--- src/rtl/conv2_quad_mac.sv ---
// conv2_quad_mac: responder side of the conv2 handshake. A four-lane sequential MAC
// convolves a 6x6 tile with a 5x5 kernel and returns a 2x2 sign-magnitude patch.
module conv2_quad_mac #(
  parameter int DATA_SIZE = 8,
  parameter int K         = 5,
  parameter int MAP       = 6,
  parameter int ACC_W     = 20
) (
  input  logic                         clk,
  input  logic                         rst,
  input  logic                         imVld,
  input  logic                         iwVld,
  input  logic [MAP*MAP*DATA_SIZE-1:0] im,
  input  logic [K*K*DATA_SIZE-1:0]     iw,
  output logic                         convResVld,
  output logic [15:0]                  conv2_num1,
  output logic [15:0]                  conv2_num2,
  output logic [15:0]                  conv2_num3,
  output logic [15:0]                  conv2_num4,
  output logic                         busy
);
  // state | meaning
  // IDLE  | waiting for imVld & iwVld; capture tile and kernel
  // MAC   | one kernel tap per cycle into all four lane accumulators
  // PACK  | accumulators -> saturated sign-magnitude, raise convResVld
  // DONE  | results held until the controller drops imVld

  localparam int MAG_W  = DATA_SIZE - 1;
  localparam int PROD_W = 2 * MAG_W;
  localparam int CNT_W  = $clog2(K);
  localparam int PIX_IW = $clog2(MAP * MAP);
  localparam int WGT_IW = $clog2(K * K);
  localparam logic [CNT_W-1:0] LAST    = CNT_W'(K - 1);
  localparam logic [ACC_W-1:0] MAG_MAX = ACC_W'(32'h7FFF);

  typedef enum logic [1:0] {IDLE, MAC, PACK, DONE} state_t;

  state_t state_q, state_d;

  logic [MAP*MAP*DATA_SIZE-1:0] im_q;
  logic [K*K*DATA_SIZE-1:0]     iw_q;
  logic [CNT_W-1:0]             row_q, col_q;
  logic [3:0][ACC_W-1:0]        acc_q;
  logic [3:0][ACC_W-1:0]        term;

  logic [DATA_SIZE-1:0] im_el [MAP*MAP];
  logic [DATA_SIZE-1:0] iw_el [K*K];
  logic [WGT_IW-1:0]    w_idx;
  logic [DATA_SIZE-1:0] w_cur;
  logic                 go;
  logic                 last_tap;

  assign go       = imVld & iwVld;
  assign last_tap = (row_q == LAST) && (col_q == LAST);
  assign busy     = (state_q == MAC) || (state_q == PACK);

  for (genvar n = 0; n < MAP*MAP; n++) begin : g_im
    assign im_el[n] = im_q[DATA_SIZE*n +: DATA_SIZE];
  end

  for (genvar n = 0; n < K*K; n++) begin : g_iw
    assign iw_el[n] = iw_q[DATA_SIZE*n +: DATA_SIZE];
  end

  assign w_idx = WGT_IW'(K * int'(row_q) + int'(col_q));
  assign w_cur = iw_el[w_idx];

  // Lane l covers window origin (l/2, l%2); all lanes share the current weight.
  for (genvar l = 0; l < 4; l++) begin : g_lane
    localparam int DR = l / 2;
    localparam int DC = l % 2;
    logic [PIX_IW-1:0]    p_idx;
    logic [DATA_SIZE-1:0] p_cur;
    logic [PROD_W-1:0]    prod;
    logic [ACC_W-1:0]     mag;

    assign p_idx   = PIX_IW'(MAP * (int'(row_q) + DR) + int'(col_q) + DC);
    assign p_cur   = im_el[p_idx];
    assign prod    = PROD_W'(p_cur[MAG_W-1:0]) * PROD_W'(w_cur[MAG_W-1:0]);
    assign mag     = ACC_W'(prod >> 1);
    assign term[l] = (p_cur[DATA_SIZE-1] ^ w_cur[DATA_SIZE-1]) ? -mag : mag;
  end

  // Zero accumulator yields +0 because the sign bit only sets for negative values.
  function automatic logic [15:0] to_sm(input logic [ACC_W-1:0] a);
    logic [ACC_W-1:0] m;
    m = a[ACC_W-1] ? -a : a;
    if (m > MAG_MAX) m = MAG_MAX;
    return {a[ACC_W-1], m[14:0]};
  endfunction

  always_ff @(posedge clk or posedge rst) begin
    if (rst) state_q <= IDLE;
    else     state_q <= state_d;
  end

  always_comb begin
    state_d = state_q;
    unique case (state_q)
      IDLE: if (go) state_d = MAC;
      MAC: begin
        if (!go)           state_d = IDLE;
        else if (last_tap) state_d = PACK;
      end
      PACK:    state_d = go ? DONE : IDLE;
      DONE:    if (!imVld) state_d = IDLE;
      default: state_d = IDLE;
    endcase
  end

  always_ff @(posedge clk or posedge rst) begin
    if (rst) begin
      im_q       <= '0;
      iw_q       <= '0;
      row_q      <= '0;
      col_q      <= '0;
      acc_q      <= '0;
      convResVld <= 1'b0;
      conv2_num1 <= '0;
      conv2_num2 <= '0;
      conv2_num3 <= '0;
      conv2_num4 <= '0;
    end else begin
      unique case (state_q)
        IDLE: begin
          if (go) begin
            im_q  <= im;
            iw_q  <= iw;
            acc_q <= '0;
            row_q <= '0;
            col_q <= '0;
          end
        end
        MAC: begin
          if (go) begin
            acc_q[0] <= acc_q[0] + term[0];
            acc_q[1] <= acc_q[1] + term[1];
            acc_q[2] <= acc_q[2] + term[2];
            acc_q[3] <= acc_q[3] + term[3];
            if (col_q == LAST) begin
              col_q <= '0;
              row_q <= row_q + CNT_W'(1);
            end else begin
              col_q <= col_q + CNT_W'(1);
            end
          end
        end
        PACK: begin
          if (go) begin
            conv2_num1 <= to_sm(acc_q[0]);
            conv2_num2 <= to_sm(acc_q[1]);
            conv2_num3 <= to_sm(acc_q[2]);
            conv2_num4 <= to_sm(acc_q[3]);
            convResVld <= 1'b1;
          end
        end
        DONE: begin
          if (!imVld) convResVld <= 1'b0;
        end
        default: ;
      endcase
    end
  end

endmodule

--- config.mk ---
export PLATFORM = sky130hd
export DESIGN_NAME = conv2_quad_mac
export DESIGN_NICKNAME = d
export VERILOG_FILES = /design/src/rtl/conv2_quad_mac.sv
export SDC_FILE = /design/constraint.sdc
export NUM_CORES = 2
export LEC_CHECK = 0
export BUFFER_PORTS_ARGS = -buffer_cell sky130_fd_sc_hd__buf_2
export CORE_MARGIN = 5
export CORE_UTILIZATION = 60
export DETAILED_ROUTE_END_ITERATION = 8
export GPL_TIMING_DRIVEN = 0
export HOLD_SLACK_MARGIN = 0.08
export PLACE_DENSITY = 0.85
export SETUP_SLACK_MARGIN = 0.4
export SLEW_MARGIN = 5
export SYNTH_ARGS = -nofsm -noshare
export SYNTH_HDL_FRONTEND = slang
export SYNTH_SLANG_ARGS = --single-unit
--- constraint.sdc ---
create_clock -name clk -period 22.7 [get_ports clk]
set_input_delay 1.135 -clock clk [delete_from_list [all_inputs] [get_ports clk]]
set_output_delay 1.135 -clock clk [all_outputs]
set_load 0.005 [all_outputs]
==> impl_results.md <==
- Status: completed
- Number of hold buffers added after CTS: 0
- Final period util: 0.570
- RSZ-0062 raised after global routing: false
- Final Core Density: 0.687
- Clock slew at reported path FFs: approximately 0.06 ns
- Synthesized area: approximately 0.047 mm2
- Max-cap violation count: 0
- DR vias: about 43000
- I/O pins: about 560
- CP arrival: 13.47 ns
- Via density per instance: 6.39
- Rel. slew slack: 0.0513
- CTS buffer count: 72
- Synth Area in Compound Gates: 0.0710
- Pre-antenna DRT Iters: 6
- Die X-Extent: 291 um
- Avg WL per Cell: roughly 25 um
- Yosys reg bits: about 640
- Core area: 0.0786 mm2
- Initial Util: 0.601
- Crit end category: flip-flop
- Ys flop type: dfrtp_1
- Main combinational cell family by area after synthesis: multiplexers
- Most common cell after layout, fill and taps aside: nand2_1
- Final Wtd Congestion: 1.06
- H-tree Lvls: 3
- Initial antenna violation count: 17
- Die ar.: 0.0845 mm2
- Post-Synth Simple-Gate Area: 0.194
- Cells after Synth: 4900
- DRT Wirelength: around 170000 um
- Clk root buf: clkbuf_16
- Worst Path Required: around 23 ns
- Vias in the first global route: roughly 42000
- Final setup skew: 0.0258 ns
- Area leader, netlist: dfrtp_1
- Hold Violations, Final: 0
- Die Height: 291 um
- Synth warnings: 0
- Max Transition Viols Final: 0
- Max Clk Rate: approximately 0.077 GHz
- Hold WC Path Type: flip-flop to flip-flop
- Asr flop ratio synth: 1.00
- Largest net degree at the start of global routing: 126
- Clock buffer depth: 3
- Most frequent cells in the layout: nand2_1 (1670), dfrtp_1 (641), buf_2 (605)
- Post-synth top area share: 0.339
- GRT Overall Usage: 0.382
- CTS tree: yes
- Slew @ Worst Pin: 1.38 ns
- EDFF count, synth: 0
- Slowest stage delay, CP: 1.05 ns
- Drt initial violations: 5375
- Global-route wire length before repair: 249000 um
- Synth top area cells: dfrtp_1 (34%), mux4_2 (19%), nand2_1 (13%), ha_1 (6.3%), fa_1 (4.4%)
- Fin crit period: 12.93 ns
- Avg Inst Size Synth: 9.65 um2
- Post-DP HPWL: approximately 130000 um
- Critical path peak fanout: 10
- Mux share of post-synthesis cell area: 0.205
- Clock sink count: about 640
- Register area share after synthesis: 0.339
- Crit path max-delay cell type: mux2i_1
- Row count: 103
- Synth Net Count: 5734
- Setup bufs post-CTS: 0
- Startpoint Class: flip-flop
- Final setup fails: 0
- Post-CTS sizing: 0
- Clock Latency Late Sink: 0.64 ns
- Count of different cell masters after synthesis: 88
- Post-synthesis adder-cell area fraction: 0.107
- PortBufs: 557
- Nets: roughly 6400
- Grt ovf: 0
- WS Path Type: flip-flop to flip-flop
- Remaining antenna violation count: 0
- Fraction of layout instances using a drive strength above 1: 0.212
- Xor and xnor area share after synthesis: 0.0430
- Syn-to-layout area delta: 14.3%
- DRC viols: 0
[cell type report]
class | count | area [um2]
diodes | 13 | 32.5
plain buffers | 270 | 1120
clock buffers | 98 | 2030
clock inverters | 30 | 410
fillers | 5974 | 24600
inverters | 214 | 811
multi-input cells | 3775 | 29300
flip-flops and latches | 641 | 16000
well taps | 1050 | 1310
repair buffers | 563 | 2950
[cells in the mapped netlist (22+ instances only)]
master,instances
o31ai_1,27
and2_1,40
nor3_1,39
buf_2,48
xor2_1,106
nand2_1,1670
a31oi_1,22
inv_1,213
ha_1,238
a21o_1,42
nor2_1,192
nand2b_1,43
mux4_2,401
a21oi_1,174
dfrtp_1,641
fa_1,104
xnor2_1,104
mux2i_1,41
nand3_1,51
and3_1,22
clkbuf_1,198
o21ai_0,152
nor2b_1,47
[worst max-delay path, delay by kind of cell (launching register included)]
kind                     cells  cell delay [ns]
AND/OR/NAND/NOR              3             1.05
multiplexers                 3             1.86
adder cells (fa/ha/maj)      8             3.52
XOR/XNOR                     3             0.62
flip-flops                   1             0.51
buffers and inverters        7             2.66
AO/OA/AOI/OAI               12             2.62
[registers in the layout, summed over array words and instances, names as in the netlist]
| signal | cells |
|---|---|
| im_q | 288 |
| iw_q | 200 |
| acc_q | 80 |
| conv2_num1 | 16 |
| conv2_num2 | 16 |
| conv2_num3 | 16 |
| conv2_num4 | 16 |
| col_q | 3 |
| row_q | 3 |
| state_q | 2 |
| convResVld | 1 |
[routing by layer]
| metal | routed length [um] | part of all wire | track usage |
|---|---|---|---|
| met1 | 57900 | 0.35 | 0.485 |
| met3 | 20400 | 0.12 | 0.114 |
| met4 | 12100 | 0.073 | 0.213 |
| met5 | 206 | 0.0012 | 0.00510 |
| met2 | 74600 | 0.45 | 0.591 |
[cell families after synthesis]
kind of cell,after synthesis
mux,454
xor+xnor,220
buf+inv,484
fa+ha+maj,343
simple gates,2211
compound gates,547
flops,641
[path summary, 6_finish.rpt]
| path | end | slack (ns) | cells after the start | startpoint |
|---|---|---|---|---|
| hold reg to reg | iw_q[97] | 0.47 | 2 | iw_q[97] |
| hold / removal | iw_q[97] | 0.47 | 2 | iw_q[97] |
| setup reg to reg | acc_q[59] | 9.77 | 36 | row_q[1] |
| max in group asynchronous | im_q[240] | 20.68 | 4 | rst |
| setup / recovery | acc_q[59] | 9.77 | 36 | row_q[1] |
| min in group asynchronous | iw_q[40] | 0.55 | 2 | rst |
[metrics by stage]
| stage | worst slack [ns] | instances | hold WS, ns | TNS, ns | area [um2] |
|---|---|---|---|---|---|
| final | 9.77 | 6654 | 0.473 | 0 | 54000 |
| after global routing | 9.39 | 6653 | 0.496 | 0 | 54000 |
| after CTS | 10.23 | 6641 | 0.473 | 0 | 54000 |
| after detailed placement | 10.25 | 6513 | 0.459 | 0 | 51500 |
| after global placement | -2.74 | 6507 | 0.454 | -1667.21 | 51400 |
| after floorplan | 3.61 | 4900 | 0.440 | 0 | 47300 |
Power is not shown: default switching activity piles up to over one toggle a cycle in this logic, so the estimate is an artifact.
